==> src/rtl/mem_lsu.sv <==
// Memory-access stage: passes non-memory ops straight through, runs a
// req/ack transaction for loads and stores while holding the pipe stalled,
// and produces extended load data plus alignment / bus-timeout flags.
module mem_lsu #(
  parameter int TIMEOUT = 255
) (
  input  logic        clk,
  input  logic        rst,
  input  logic [31:0] pc_i,
  input  logic [4:0]  mem_rw_i,
  input  logic        mem_wreg_i,
  input  logic [31:0] mem_wdata_i,
  input  logic [3:0]  mem_op_i,
  input  logic [31:0] mem_addr_i,
  input  logic [31:0] mem_sdata_i,
  output logic        dbus_req_o,
  output logic        dbus_we_o,
  output logic [31:0] dbus_addr_o,
  output logic [3:0]  dbus_sel_o,
  output logic [31:0] dbus_wdata_o,
  input  logic [31:0] dbus_rdata_i,
  input  logic        dbus_ack_i,
  output logic [31:0] pc_o,
  output logic [4:0]  wb_rw_o,
  output logic        wb_wreg_o,
  output logic [31:0] wb_wdata_o,
  output logic        stall_req_o,
  output logic        excp_align_o,
  output logic        bus_err_o
);

  localparam logic [3:0] OP_LB  = 4'd1;
  localparam logic [3:0] OP_LBU = 4'd2;
  localparam logic [3:0] OP_LH  = 4'd3;
  localparam logic [3:0] OP_LHU = 4'd4;
  localparam logic [3:0] OP_LW  = 4'd5;
  localparam logic [3:0] OP_SB  = 4'd6;
  localparam logic [3:0] OP_SH  = 4'd7;
  localparam logic [3:0] OP_SW  = 4'd8;

  localparam logic [7:0] TO_LAST = 8'(TIMEOUT - 1);

  typedef enum logic [1:0] {IDLE, ACCESS, DONE} state_t;
  typedef enum logic [1:0] {SZ_B, SZ_H, SZ_W} size_t;

  typedef struct packed {
    logic  load;
    logic  store;
    logic  sext;
    size_t size;
    logic  misalign;
  } dec_t;

  state_t      state, state_nxt;
  logic [7:0]  cnt;
  logic [31:0] result;
  logic        err;
  dec_t        dec;
  logic [3:0]  sel;
  logic [31:0] st_data;
  logic [31:0] ld_ext;
  logic        mem_op;
  logic        timeout;

  // Decode the op into load/store, access size and alignment.
  always_comb begin
    dec = '0;
    unique case (mem_op_i)
      OP_LB:   begin dec.load  = 1'b1; dec.sext = 1'b1; dec.size = SZ_B; end
      OP_LBU:  begin dec.load  = 1'b1; dec.size = SZ_B; end
      OP_LH:   begin dec.load  = 1'b1; dec.sext = 1'b1; dec.size = SZ_H; end
      OP_LHU:  begin dec.load  = 1'b1; dec.size = SZ_H; end
      OP_LW:   begin dec.load  = 1'b1; dec.size = SZ_W; end
      OP_SB:   begin dec.store = 1'b1; dec.size = SZ_B; end
      OP_SH:   begin dec.store = 1'b1; dec.size = SZ_H; end
      OP_SW:   begin dec.store = 1'b1; dec.size = SZ_W; end
      default: dec = '0;
    endcase
    if (dec.size == SZ_H) dec.misalign = mem_addr_i[0];
    else if (dec.size == SZ_W) dec.misalign = |mem_addr_i[1:0];
  end

  assign mem_op = dec.load | dec.store;

  // Big-endian lane enables and store data replicated across lanes.
  always_comb begin
    sel     = 4'b0000;
    st_data = mem_sdata_i;
    unique case (dec.size)
      SZ_B: begin
        sel     = 4'b1000 >> mem_addr_i[1:0];
        st_data = {4{mem_sdata_i[7:0]}};
      end
      SZ_H: begin
        sel     = mem_addr_i[1] ? 4'b0011 : 4'b1100;
        st_data = {2{mem_sdata_i[15:0]}};
      end
      default: sel = 4'b1111;
    endcase
  end

  // Pick the addressed lane out of the read word and extend it.
  always_comb begin
    ld_ext = dbus_rdata_i;
    unique case (dec.size)
      SZ_B: begin
        logic [7:0] b;
        unique case (mem_addr_i[1:0])
          2'd0:    b = dbus_rdata_i[31:24];
          2'd1:    b = dbus_rdata_i[23:16];
          2'd2:    b = dbus_rdata_i[15:8];
          default: b = dbus_rdata_i[7:0];
        endcase
        ld_ext = {{24{dec.sext & b[7]}}, b};
      end
      SZ_H: begin
        logic [15:0] h;
        h      = mem_addr_i[1] ? dbus_rdata_i[15:0] : dbus_rdata_i[31:16];
        ld_ext = {{16{dec.sext & h[15]}}, h};
      end
      default: ld_ext = dbus_rdata_i;
    endcase
  end

  assign timeout = (cnt == TO_LAST);

  // State, wait counter, captured load data and sticky timeout flag.
  always_ff @(posedge clk) begin
    if (!rst) begin
      state  <= IDLE;
      cnt    <= '0;
      result <= '0;
      err    <= 1'b0;
    end else begin
      state <= state_nxt;
      unique case (state)
        IDLE: begin
          cnt <= '0;
          err <= 1'b0;
        end
        ACCESS: begin
          if (dbus_ack_i)   result <= ld_ext;
          else if (timeout) err    <= 1'b1;
          else              cnt    <= cnt + 8'd1;
        end
        default: ;
      endcase
    end
  end

  // Next-state: ack beats a simultaneous timeout; DONE lasts one cycle.
  always_comb begin
    state_nxt = state;
    unique case (state)
      IDLE:    if (mem_op && !dec.misalign) state_nxt = ACCESS;
      ACCESS:  if (dbus_ack_i || timeout)   state_nxt = DONE;
      default: state_nxt = IDLE;
    endcase
  end

  // Output decode; everything is gated to zero while reset is held.
  always_comb begin
    pc_o         = pc_i;
    wb_rw_o      = mem_rw_i;
    wb_wdata_o   = mem_wdata_i;
    wb_wreg_o    = 1'b0;
    stall_req_o  = 1'b0;
    excp_align_o = 1'b0;
    bus_err_o    = 1'b0;
    dbus_req_o   = 1'b0;
    dbus_we_o    = 1'b0;
    dbus_addr_o  = '0;
    dbus_sel_o   = '0;
    dbus_wdata_o = '0;
    unique case (state)
      IDLE: begin
        if (!mem_op)           wb_wreg_o    = mem_wreg_i;
        else if (dec.misalign) excp_align_o = 1'b1;
        else                   stall_req_o  = 1'b1;
      end
      ACCESS: begin
        dbus_req_o   = 1'b1;
        dbus_we_o    = dec.store;
        dbus_addr_o  = {mem_addr_i[31:2], 2'b00};
        dbus_sel_o   = sel;
        dbus_wdata_o = st_data;
        stall_req_o  = 1'b1;
      end
      default: begin
        if (err) begin
          bus_err_o = 1'b1;
        end else begin
          wb_wreg_o = mem_wreg_i;
          if (dec.load) wb_wdata_o = result;
        end
      end
    endcase
    if (!rst) begin
      pc_o         = '0;
      wb_rw_o      = '0;
      wb_wdata_o   = '0;
      wb_wreg_o    = 1'b0;
      stall_req_o  = 1'b0;
      excp_align_o = 1'b0;
      bus_err_o    = 1'b0;
      dbus_req_o   = 1'b0;
      dbus_we_o    = 1'b0;
      dbus_addr_o  = '0;
      dbus_sel_o   = '0;
      dbus_wdata_o = '0;
    end
  end

endmodule

==> config.mk <==
export PLATFORM = sky130hd
export DESIGN_NAME = mem_lsu
export DESIGN_NICKNAME = d
export VERILOG_FILES = /design/src/rtl/mem_lsu.sv
export SDC_FILE = /design/constraint.sdc
export NUM_CORES = 1
export LEC_CHECK = 0
export CAP_MARGIN = 20
export CORE_AREA = 5 5 119 121
export DETAILED_ROUTE_END_ITERATION = 16
export DIE_AREA = 0 0 124 126
export DONT_BUFFER_PORTS = 1
export HOLD_SLACK_MARGIN = 0.12
export SYNTH_ARGS = -nofsm -noshare
export SYNTH_HDL_FRONTEND = slang
export SYNTH_SLANG_ARGS = --single-unit
==> constraint.sdc <==
create_clock -name clk -period 2.2 [get_ports clk]
set_input_delay 0.33 -clock clk [delete_from_list [all_inputs] [get_ports clk]]
set_output_delay 0.33 -clock clk [all_outputs]
set_load 0.005 [all_outputs]
# Word level (Yosys, flattened, before mapping)
# Cells that the tools add are included.
# classes
n_bitwise	3
n_reduce_logical	18
order_cmp	0
mul	0
shifts	1
n_eq_ne	19
div_mod_pow	0
addsub	1
muxes	53
# op_table
op	n
$mux 32	9
$pmux 32 s2	2
$mux 1	24
$mux 8	3
$pmux 8 s3	1
$eq 4x3->1 const B	4
$mux 16	1
$pmux 8 s2	1
$mux 4	3
$ne 2x2->1 const B	5
$add 8x1->8 const B	1
$eq 4x2->1 const B	2
$eq 8x8->1 const B	1
$pmux 2 s2	2
$pmux 4 s2	1
$reduce_or 2->1	4
$eq 2x1->1 const B	3
$logic_not 2->1	3
$pmux 1 s2	3
$reduce_and 3->1	2
$reduce_or 3->1	2
$mux 5	1
$reduce_or 5->1	1
$eq 2x2->1 const B	2
other kinds (11)	14
# word_totals
register_bits	43
input_bits	173
latchBits	0
out_inout_bits	143
ram_bits	0
romBits	0
mem_count	0

# Depth between registers and ports, before layout
# Gate-level depths: netlist of run 1.
# logic_depth
depth_word	10
ltp_mapped	7

# Least setup slack after synthesis of run 1
# No wires, ideal clock.
# synth_timing
kind	input -> output
from	in mem_op_i[3]
to	out dbus_sel_o[0]
arrival_ps	1498
path_buffers	3
slack_ps	372
path_stages	6
path_cell_list	buf_6 > or3b_1 > a21o_1 > buf_2 > buf_2 > a21oi_1
# synth_between
elab_chain_len	7
# synth_rtl
item	line	text
start: declaration	13	input logic [3:0] mem_op_i,
$eq 4x3->1, or another cell as far along	68	unique case (mem_op_i)
$reduce_or 3->1 (no source line) or $reduce_or 2->1 (tied branches)	n/a	
$pmux 2 s2 *	68	
$eq 2x1->1 or $logic_not 2->1 (tied branches)	89	unique case (dec.size)
$pmux 4 s2 *	89	
$mux 4 *	175	unique case (state)
$mux 4 *	198	if (!rst) begin
end: declaration	19	output logic [3:0] dbus_sel_o,
# Mark *: on every way between the ends. The rest lies on a longest branch, timed or not.

# Worst setup path after layout of run 1
# layout_timing
from	reg err
to	out wb_wdata_o[31]
# layout_between
elab_chain_len	3
# layout_rtl
item	line	text
start: declaration	57	logic err;
start signal: assignment	133	err <= 1'b0;
start signal: assignment	139	err <= 1'b0;
start signal: assignment	143	else if (timeout) err <= 1'b1;
$mux 32	190	if (err) begin
$mux 32	175	
$mux 32	198	
end: declaration	26	output logic [31:0] wb_wdata_o,
# No other way between the ends.

==> results.md, run 1 <==
* Peak supply drop at 0.262 mV
* Leak at 1.61 nW
* Fill count at 1,418
* Critical Path RT at 1.87 ns
* Post-synthesis xor/xnor area fraction at 0.462%
* HPWL Detailed at 12,100 um
* Routability cong. at 0.895
* Post-Synth Simple-Gate Area at 35.0%
* First-pass GRT wire length at 22,400 um
* Largest fanout on the critical path at 8
* Antenna fix cells at 0
* Avg WL per Cell at 21.7 um
* Max transition margin at 49.5%
* Initial core utilization at 29.2%
* FF+latch area at 861 um^2
* Vias at 4,232
* # DRC at 0
* # setup viols final at 0
* Pwr dens at 506 nW/um^2
* Reg-to-Reg End: cnt[7]
* H-tree depth at 2
* Vias in the first global route at 3,908
* Nets at 714
* Compound-Gate Fraction of Synth Area at 28.1%
* Largest net degree at the start of global routing at 76
* Share of cells above drive strength 1 at 10.7%
* Reg2reg path depth at 6
* Final min period at 2.10 ns
* Total I/O pin count at 316
* Worst Hold Endpoint: result[22]
* #FFs+latches synth at 43
* Max Clock Freq at 477 MHz
* Gr usage total at 18.0%
* Setup ws final at 0.104 ns
* Area of the core at 13,000 um^2
* CP max-delay cell: a2111oi_4
* Min-Delay Path Class: in2reg
* Crit start category: flop
* Clock insertion delay at the later pin of the skew report at 0.28 ns
* Full die area at 15,600 um^2
* Max-cap viol count at 0
* EDFF count, synth at 0
* Row cnt at 42
* Root buffer cell: clkbuf_16
* Post-Synth Adder-Cell Area at 0.660%
* Clock sink count at 43
* Tcrit/Tclk final at 95.3%
* Combinational family with the most area after synthesis: simple AND/OR/NAND/NOR gates
* TritonCTS clock tree: yes
* WP data arrival at 1.77 ns
* Max Root-Sink Buffers at 2
* Hold path depth at 2
* Die H at 126 um
* HP Start: dbus_rdata_i[22]
* CTS clock-pin slew for the worst setup and hold paths at 0.07 ns
* Post-synthesis mux area share at 5.58%
* CP Buf/Inv Count at 3
* Drt via density at 5.91
* Antenna violations before repair at 1
* Critical path class: reg2out
* CP delay by family, top: compound AO/OA/AOI/OAI gates
* Async SR Flop Fraction at 0%
* Max Slew Vio Count at 0
* Port bufs at 0
* Slew @ Worst Pin at 0.755 ns
* Final core utilization at 32.0%
* Worst hold slack at 0.177 ns
* DRT Wirelength at 15,500 um
* Outcome: finished clean
* Seq/Total Area, Yosys at 22.7%
* Sum of negative setup slack at 0 ns
* Synth Instances at 560
* Critical R2R Launch: cnt[0]
* Main synth FF type: dfxtp_1
* Remaining Overflow, GRT at 0
* CP Capture Type: output port
* Pre-CTS setup slack at 0.307 ns
* Crit-path cells: nand2b_4, a2111oi_4, buf_6, buf_12, nand2_1, a21oi_1, buf_4
* Die Wd at 124 um
* Unrepaired setup endpoints after global routing: false
* Area of the multi-input gates at 2670 um^2
* Worst R2R Setup Slack at 0.54 ns
* Initial DRC Count at 438
* Mapped Area at 3790 um^2
* Area growth, synth to finish at 9.64%
* Crit-path max cell delay at 0.33 ns
* Post-synthesis average cell area at 6.77 um^2
* Total CTS buffers at 5
* Final Skew at 0.00626 ns
* Yosys warns at 0
* Hold Vio Cnt, Final at 0
* Synth cell types at 58
* Pre-Repair DR Iteration Count at 6
* Number of routed nets with antenna violations at 0
## metal layers
| metal | vias up | part of all wire (%) | global-route usage, % |
|---|---|---|---|
| li1 | 1927 | - | - |
| met2 | 278 | 49 | 30.6 |
| met5 | - | 0.045 | 0 |
| met1 | 2003 | 39 | 22.7 |
| met4 | 2 | 1.7 | 4.25 |
| met3 | 22 | 10 | 4.62 |
## cells in the final DEF, fill, tap and decap left out, drive strengths merged, types with 3 or more instances in the layout
cell type	instances
dfxtp	43
clkbuf	7
nor2b	3
o21bai	4
mux4	8
o22ai	8
nor3	9
nor2	20
a22oi	16
nand3	8
nand2b	3
nand2	121
nand3b	3
or3	3
and2	38
and3	41
a21oi	98
inv	4
buf	22
o21ai	37
nand4	4
## state kept, by name (all words and copies together) (netlist names)
signal / flops
cnt: 8
state: 2
err: 1
result: 32
## kinds of logic after synthesis
logic type	count (synthesis)
xor+xnor	2
mux	11
buf+inv	57
fa+ha+maj	2
flops	43
simple gates	265
other cells	1
compound gates	179
## final cells by class
type | instances | area share (%)
Clock inverter | 3 | 0.572
Multi-Input combinational cell | 461 | 64.2
Sequential cell | 43 | 20.7
Clock buffer | 5 | 3.01
Tap cell | 176 | 5.30
Inverter | 4 | 0.361
Timing Repair Buffer | 24 | 5.87
## through the flow
step | std cells | total power, mW | cell area [um^2]
5_1_grt | 716 | 2.20 | 4160
3_5_place_dp | 705 | 1.36 | 3940
6_report | 716 | 2.10 | 4160
4_1_cts | 713 | 2.11 | 4090
3_3_place_gp | 705 | 1.35 | 3940
2_1_floorplan | 561 | 1.28 | 3790
## synthesized netlist by cell type, types with 4 or more instances
| master | instances | area (um^2) |
|---|---|---|
| nand2_1 | 121 | 454 |
| a21oi_1 | 96 | 480 |
| dfxtp_1 | 43 | 861 |
| and3_1 | 41 | 257 |
| and2_1 | 38 | 238 |
| o21ai_0 | 36 | 180 |
| clkbuf_1 | 32 | 120 |
| nor2_1 | 20 | 75.1 |
| a22oi_1 | 16 | 120 |
| buf_2 | 10 | 50.1 |
| mux4_2 | 8 | 180 |
| nand3_1 | 8 | 40.0 |
| nor3_1 | 8 | 40.0 |
| o22ai_1 | 8 | 50.1 |
| buf_4 | 6 | 45.0 |
| buf_6 | 4 | 45.0 |
| nand4_1 | 4 | 25.0 |
| o21bai_1 | 4 | 30.0 |
## repair_timing
item / CTS / global route
hold buffers: 0 / 0
setup endpoints to repair: 0 / 1
gates resized for setup: 0 / 3
buffers inserted: 0 / 1
## report_power, final
part,total (mW),switching (mW),internal (mW)
logic,0.496,0.296,0.200
clock network,0.752,0.327,0.425
registers,0.852,0.0268,0.826
total,2.10,0.651,1.45
## worst max path at each step
stage | startpoint | cells after the start | to | slack [ns]
finish | err | 7 | wb_wdata_o[31] | 0.10
global route | err | 7 | wb_wdata_o[31] | 0.01
CTS | err | 6 | wb_wdata_o[31] | 0.08
detailed placement | mem_op_i[0] | 4 | dbus_wdata_o[8] | 0.31
global placement | mem_op_i[0] | 4 | dbus_wdata_o[13] | 0.33
floorplan | mem_op_i[3] | 6 | dbus_sel_o[0] | 0.37
No activity file was read; power rests on OpenSTA's default activity.
==> run 2, diff against run 1 <==
--- a/config.mk
+++ b/config.mk
@@ -5,12 +5,13 @@
 export SDC_FILE = /design/constraint.sdc
 export NUM_CORES = 1
 export LEC_CHECK = 0
+export BUFFER_PORTS_ARGS = -buffer_cell sky130_fd_sc_hd__buf_2
 export CAP_MARGIN = 20
 export CORE_AREA = 5 5 119 121
 export DETAILED_ROUTE_END_ITERATION = 16
 export DIE_AREA = 0 0 124 126
-export DONT_BUFFER_PORTS = 1
 export HOLD_SLACK_MARGIN = 0.12
+export SLEW_MARGIN = 20
 export SYNTH_ARGS = -nofsm -noshare
 export SYNTH_HDL_FRONTEND = slang
 export SYNTH_SLANG_ARGS = --single-unit
==> results.md, run 2 (same netlist as run 1, synthesis figures left out) <==
* Outcome: finished clean (unchanged)
* Worst R2R Setup Slack at 0.54 ns (about the same)
* HP Start: dbus_rdata_i[7] (was dbus_rdata_i[22])
* CP Capture Type: output port (unchanged)
* CTS clock-pin slew for the worst setup and hold paths at 0.07 ns (about the same)
* Total Power at 2.53 mW (was 2.10 mW)
* CP max-delay cell: dfxtp_1 (was a2111oi_4)
* Total I/O pin count at 316 (unchanged)
* Total length of routed met2 wires at 8170 um (was 7580 um)
* Port bufs at 313 (was 0)
* CP Buf/Inv Count at 3 (unchanged)
* Total CTS buffers at 5 (unchanged)
* Routability cong. at 0.906 (was 0.895)
* Root buffer cell: clkbuf_16 (unchanged)
* Largest fanout on the critical path at 16 (was 8)
* Final min period at 2.12 ns (was 2.10 ns)
* Clock insertion delay at the later pin of the skew report at 0.28 ns (about the same)
* Worst hold slack at 0.294 ns (was 0.177 ns)
* Critical Path RT at 1.87 ns (about the same)
* WP data arrival at 1.79 ns (was 1.77 ns)
* Pre-Repair DR Iteration Count at 4 (was 6)
* Initial DRC Count at 244 (was 438)
* Crit start category: flop (unchanged)
* First-pass GRT wire length at 24,300 um (was 22,400 um)
* Gr usage total at 19.1% (was 18.0%)
* Initial core utilization at 29.2% (unchanged)
* Leak at 3.05 nW (was 1.61 nW)
* Hold path depth at 3 (was 2)
* HPWL Detailed at 12,900 um (was 12,100 um)
* Most frequent cells in the layout: buf_2 (313), nand2_1 (121), a21oi_1 (95), dfxtp_1 (43), and3_1 (41) (was nand2_1 (121), a21oi_1 (96), dfxtp_1 (43), and3_1 (41), and2_1 (38))
* Drt via density at 4.93 (was 5.91)
* Avg WL per Cell at 16.2 um (was 21.7 um)
* Die Wd at 124 um (unchanged)
* DR WL met3 at 1360 um (was 1570 um)
* Vias at 5,097 (was 4,232)
* Full die area at 15,600 um^2 (unchanged)
* Row cnt at 42 (unchanged)
* TritonCTS clock tree: yes (unchanged)
* Max Root-Sink Buffers at 2 (unchanged)
* Biggest register: result (unchanged)
* Final Skew at 0.00533 ns (was 0.00626 ns)
* Area growth, synth to finish at 52.8% (was 9.64%)
* Reg-to-Reg End: cnt[7] (unchanged)
* Die H at 126 um (unchanged)
* Reg2reg path depth at 6 (unchanged)
* Worst Hold Endpoint: result[7] (was result[22])
* Crit-path cells: nand2b_2, a2111oi_4, buf_4, buf_12, nand2_1, a21oi_1, buf_2 (was nand2b_4, a2111oi_4, buf_6, buf_12, nand2_1, a21oi_1, buf_4)
* Critical path class: reg2out (unchanged)
* Nets at 1,031 (was 714)
* Final core utilization at 44.6% (was 32.0%)
* Area of the core at 13,000 um^2 (unchanged)
* Top Metal Used: met4 (was met5)
* Min-Delay Path Class: in2reg (unchanged)
* Remaining Overflow, GRT at 0 (unchanged)
* Critical R2R Launch: cnt[0] (unchanged)
* Pwr dens at 436 nW/um^2 (was 506 nW/um^2)
* # DRC at 0 (unchanged)
* Hold Vio Cnt, Final at 0 (unchanged)
* DRT Wirelength at 16,700 um (was 15,500 um)
* Metal-1 WL at 6940 um (was 6090 um)
* Finished Layout Cells at 1,034 (was 716)
* Max Slew Vio Count at 0 (unchanged)
* Fill count at 1,416 (was 1,418)
* Number of routed nets with antenna violations at 0 (unchanged)
* Antenna violations before repair at 1 (unchanged)
* H-tree depth at 2 (unchanged)
* Max-cap viol count at 0 (unchanged)
* Slew @ Worst Pin at 0.692 ns (was 0.755 ns)
* # setup viols final at 0 (unchanged)
* CP delay by family, top: buffers and inverters (was compound AO/OA/AOI/OAI gates)
* Post-Place Cells at 1,023 (was 705)
* Crit-path max cell delay at 0.33 ns (about the same)
* Share of cells above drive strength 1 at 44.0% (was 10.7%)
* Regs by FF count: result (32), cnt (8), state (2) (unchanged)
* Tcrit/Tclk final at 96.2% (was 95.3%)
* Max reg flops at 32 (unchanged)
* Commonest non-fill, non-tap cell in the layout: buf_2 (was nand2_1)
* Largest net degree at the start of global routing at 44 (was 76)
* Max transition margin at 53.7% (was 49.5%)
* Clock sink count at 43 (unchanged)
* Vias in the first global route at 4,686 (was 3,908)
* Max Clock Freq at 472 MHz (was 477 MHz)
* Peak supply drop at 0.362 mV (was 0.262 mV)
-- run 2: cell count changes in the layout (fill, tap and decap cells not counted), sizes merged --
| cell | change |
|---|---|
| clkinv | +2 |
| clkbuf | -1 |
| inv | -1 |
| clkinvlp | -2 |
| diode | +1 |
| buf | +318 |
| bufinv | +1 |
-- run 2: what timing repair did --
| item | CTS | global route |
|---|---|---|
| endpoints found under the hold margin | 0 | 0 |
| buffers inserted | 0 | 1 |
| resized for setup | 0 | 3 |
| hold buffers | 0 | 0 |
| endpoints found under the setup margin | 0 | 3 |
-- run 2: through the flow --
stage	setup slack [ns]	instance area, um^2	setup TNS [ns]
2_1_floorplan	0.372	3790	0
3_3_place_gp	0.0920	5580	0
3_5_place_dp	0.0646	5580	0
4_1_cts	0.0501	5750	0
5_1_grt	-0.0106	5790	-0.0106
6_report	0.0828	5790	0
-- run 2: final cells by class --
type	instances	area [um^2]	area share, %
Inverter	4	15.0	0.259
Antenna cell	1	2.50	0.0432
Clock inverter	3	43.8	0.756
Sequential cell	43	861	14.9
Multi-Input combinational cell	461	2670	46.0
Timing Repair Buffer	341	1860	32.1
Clock buffer	5	125	2.16
Tap cell	176	220	3.80
-- run 2: worst max path at each step --
stage,from,endpoint,slack [ns],cells after the start
after floorplan,mem_op_i[3],dbus_sel_o[0],0.37,6
after global placement,mem_op_i[0],dbus_wdata_o[30],0.09,6
final,err,wb_wdata_o[29],0.08,7
after CTS,err,wb_wdata_o[29],0.05,6
after detailed placement,mem_op_i[0],dbus_wdata_o[27],0.06,6
after global routing,err,wb_wdata_o[29],-0.01,7
-- run 2: worst min-delay path, stage by stage --
cell and delay [ns]:
buf_2 0.10, nand2_1 0.05, a21oi_1 0.05
-- run 2: power by group --
group / internal [mW] / switching [mW] / leakage [nW]
sequential: 0.826 / 0.0233 / 0.350
combinational: 0.395 / 0.433 / 2.62
clock: 0.536 / 0.315 / 0.0838
total: 1.76 / 0.771 / 3.05
-- run 2: layer usage --
metal,global-route usage [%],vias to the layer above
met2,33.5,217
met5,0,-
met4,3.80,0
li1,-,2569
met3,2.56,17
met1,25.0,2294
==> run 3, diff against run 2 <==
--- a/config.mk
+++ b/config.mk
@@ -5,12 +5,13 @@
 export SDC_FILE = /design/constraint.sdc
 export NUM_CORES = 1
 export LEC_CHECK = 0
+export ABC_AREA = 1
 export BUFFER_PORTS_ARGS = -buffer_cell sky130_fd_sc_hd__buf_2
 export CAP_MARGIN = 20
-export CORE_AREA = 5 5 119 121
+export CORE_AREA = 5 5 120 122
 export DETAILED_ROUTE_END_ITERATION = 16
-export DIE_AREA = 0 0 124 126
-export HOLD_SLACK_MARGIN = 0.12
+export DIE_AREA = 0 0 125 127
+export PLACE_DENSITY = 0.67
 export SLEW_MARGIN = 20
 export SYNTH_ARGS = -nofsm -noshare
 export SYNTH_HDL_FRONTEND = slang
==> results.md, run 3 <==
* First-pass GRT wire length at 27,300 um (was 24,300 um)
* Total CTS buffers at 5 (unchanged)
* # DRC at 0 (unchanged)
* Seq pwr share at 32.3% (was 33.6%)
* # setup viols final at 0 (unchanged)
* Clock insertion delay at the later pin of the skew report at 0.28 ns (about the same)
* Port bufs at 313 (unchanged)
* CP Capture Type: output port (unchanged)
* Max Slew Vio Count at 0 (unchanged)
* Peak supply drop at 0.318 mV (was 0.362 mV)
* Worst hold slack at 0.358 ns (was 0.294 ns)
* Post-synthesis average cell area at 5.42 um^2 (was 6.77 um^2)
* Biggest register: result (unchanged)
* Max Root-Sink Buffers at 2 (unchanged)
* Max-cap viol count at 0 (unchanged)
* Net Sw Frac at 33.8% (was 30.5%)
* Hold buffer count at CTS at 0 (unchanged)
* Synth area leaders: dfxtp_1 (20%), nand2_1 (20%), nor2_1 (14%) (was dfxtp_1 (23%), a21oi_1 (13%), nand2_1 (12%))
* Async SR Flop Fraction at 0% (unchanged)
* Unrepaired setup endpoints after global routing: false
* Hold Vio Cnt, Final at 0 (unchanged)
* Regs by FF count: result (32), cnt (8), state (2) (unchanged)
* Crit start category: flop (unchanged)
* Min-Delay Path Class: in2reg (unchanged)
* Critical Path RT at 1.87 ns (about the same)
* Total I/O pin count at 316 (unchanged)
* Met2 usage at 33.2% (was 33.5%)
* Row cnt at 42 (unchanged)
* Area growth, synth to finish at 45.2% (was 52.8%)
* Outcome: finished clean (unchanged)
* Design Area, Final at 6180 um^2 (was 5790 um^2)
* Tcrit/Tclk final at 90.7% (was 96.2%)
* Clock sink count at 43 (unchanged)
* Full die area at 15,900 um^2 (was 15,600 um^2)
* Initial DRC Count at 353 (was 244)
* #FFs+latches synth at 43 (unchanged)
* Final Skew at 0.00380 ns (was 0.00533 ns)
* Commonest non-fill, non-tap cell in the layout: buf_2 (unchanged)
* Max reg flops at 32 (unchanged)
* Seq/Total Area, Yosys at 20.2% (was 22.7%)
* Final core utilization at 47.2% (was 44.6%)
* Routability cong. at 0.876 (was 0.906)
* Sum of negative setup slack at 0 ns (unchanged)
* HPWL Detailed at 14,500 um (was 12,900 um)
* M3 GR Usage at 4.01% (was 2.56%)
* H-tree depth at 2 (unchanged)
* Area of the core at 13,100 um^2 (was 13,000 um^2)
* Share of total power in combinational logic at 35.8% (was 32.7%)
* Synth area leader: dfxtp_1 (unchanged)
* Largest fanout on the critical path at 15 (was 16)
* Yosys top cell area share at 20.2% (was 22.7%)
* Vias at 5,745 (was 5,097)
* Avg WL per Cell at 14.2 um (was 16.2 um)
* Leak at 3.64 nW (was 3.05 nW)
* Die H at 127 um (was 126 um)
* Pwr dens at 431 nW/um^2 (was 436 nW/um^2)
* Synth Instances at 785 (was 560)
* Critical path class: reg2out (unchanged)
* Vias in the first global route at 5,177 (was 4,686)
* Nets at 1,250 (was 1,031)
* Final min period at 2.00 ns (was 2.12 ns)
* Synth cell types at 37 (was 58)
* GR Util met1 at 28.9% (was 25.0%)
* CTS clock-pin slew for the worst setup and hold paths at 0.06 ns (was 0.07 ns)
* EDFF count, synth at 0 (unchanged)
* Mapped Area at 4250 um^2 (was 3790 um^2)
* Remaining Overflow, GRT at 0 (unchanged)
* Number of routed nets with antenna violations at 0 (unchanged)
* Gr usage total at 20.5% (was 19.1%)
* Root buffer cell: clkbuf_16 (unchanged)
* TritonCTS clock tree: yes (unchanged)
* DRT Wirelength at 17,800 um (was 16,700 um)
* Max Clock Freq at 501 MHz (was 472 MHz)
* Cell internal pwr at 1.76 mW (about the same)
* Pre-Repair DR Iteration Count at 5 (was 4)
* Drt via density at 4.58 (was 4.93)
* Busiest grt layer: met2 (unchanged)
* WP data arrival at 1.67 ns (was 1.79 ns)
* Placed inst area at 6000 um^2 (was 5580 um^2)
* Synth top cells by count: nand2_1 (229), nor2_1 (156), inv_1 (78), a21oi_1 (57), o21ai_0 (51) (was nand2_1 (121), a21oi_1 (96), dfxtp_1 (43), and3_1 (41), and2_1 (38))
* Clock Power Share at 31.9% (was 33.7%)
* Most frequent cells in the layout: buf_2 (313), nand2_1 (229), nor2_1 (155), inv_1 (78), a21oi_1 (57) (was buf_2 (313), nand2_1 (121), a21oi_1 (95), dfxtp_1 (43), and3_1 (41))
* Yosys warns at 0 (unchanged)
* Initial core utilization at 32.5% (was 29.2%)
* Dominant cell by count in the synthesized netlist: nand2_1 (unchanged)
* Largest net degree at the start of global routing at 69 (was 44)
* Die Wd at 125 um (was 124 um)
* Sw power at 900 uW (was 771 uW)
* Share of cells above drive strength 1 at 34.9% (was 44.0%)
* Main synth FF type: dfxtp_1 (unchanged)
* Antenna violations before repair at 2 (was 1)
[run 3: kinds of logic after synthesis]
kind of cell             count (synthesis)  synth area share, %
adder cells (fa/ha/maj)                  2                0.588
AND/OR/NAND/NOR                        446                 44.6
XOR/XNOR                                 3                0.618
buffers and inverters                  132                 13.2
other                                    1               0.0882
flip-flops                              43                 20.2
AO/OA/AOI/OAI                          158                 20.6
[run 3: path summary, 6_finish.rpt]
check        cells past startpoint  slack, ns                to       startpoint
max                              8       0.20  dbus_wdata_o[22]         state[0]
min                              5       0.36         result[7]  dbus_rdata_i[7]
max reg2reg                      8       0.58        result[15]         state[0]
min reg2reg                      2       0.51            cnt[4]           cnt[4]
[run 3: layout make-up]
class,count,area [um^2]
well taps,176,220
repair buffers,331,1770
diodes,1,2.50
inverters,83,314
clock buffers,5,125
flip-flops and latches,43,861
fillers,1421,6910
multi-input cells,611,2840
clock inverters,3,43.8
[run 3: power by group through the flow]
stage	Clock (mW)	Combinational, mW	Sequential (mW)
after CTS	0.860	0.955	0.859
after floorplan	0	0.527	0.862
after detailed placement	0	0.950	0.876
after global routing	0.900	1.07	0.865
after global placement	0	0.943	0.877
final	0.848	0.953	0.861
[run 3: timing repair]
item | 4_1_cts | 5_1_grt
setup endpoints to repair | 0 | 3
resized for setup | 0 | 2
buffers inserted | 0 | 0
[run 3: metal layers]
layer  vias up  routed length [um]  part of all wire [%]
met4         4                 160                  0.90
met5         -                  25                  0.14
li1       3046                   -                     -
met1      2505                8150                    46
met3        15                1180                   6.6
met2       175                8330                    47
[run 3: metrics by stage]
step	worst slack (ns)	std cells	total power [mW]
final	0.204	1253	2.66
after global routing	0.0452	1252	2.84
after CTS	0.161	1252	2.67
after detailed placement	0.260	1244	1.83
after global placement	0.287	1244	1.82
after floorplan	0.633	786	1.39
[run 3: critical path: stages, from the launching register on]
cell and delay (ns):
dfxtp_1 0.33, inv_1 0.08, nor2_4 0.09, inv_1 0.14, nor2_4 0.15, buf_4 0.22, nand2_1 0.07, o21ai_1 0.16
buf_2 0.15
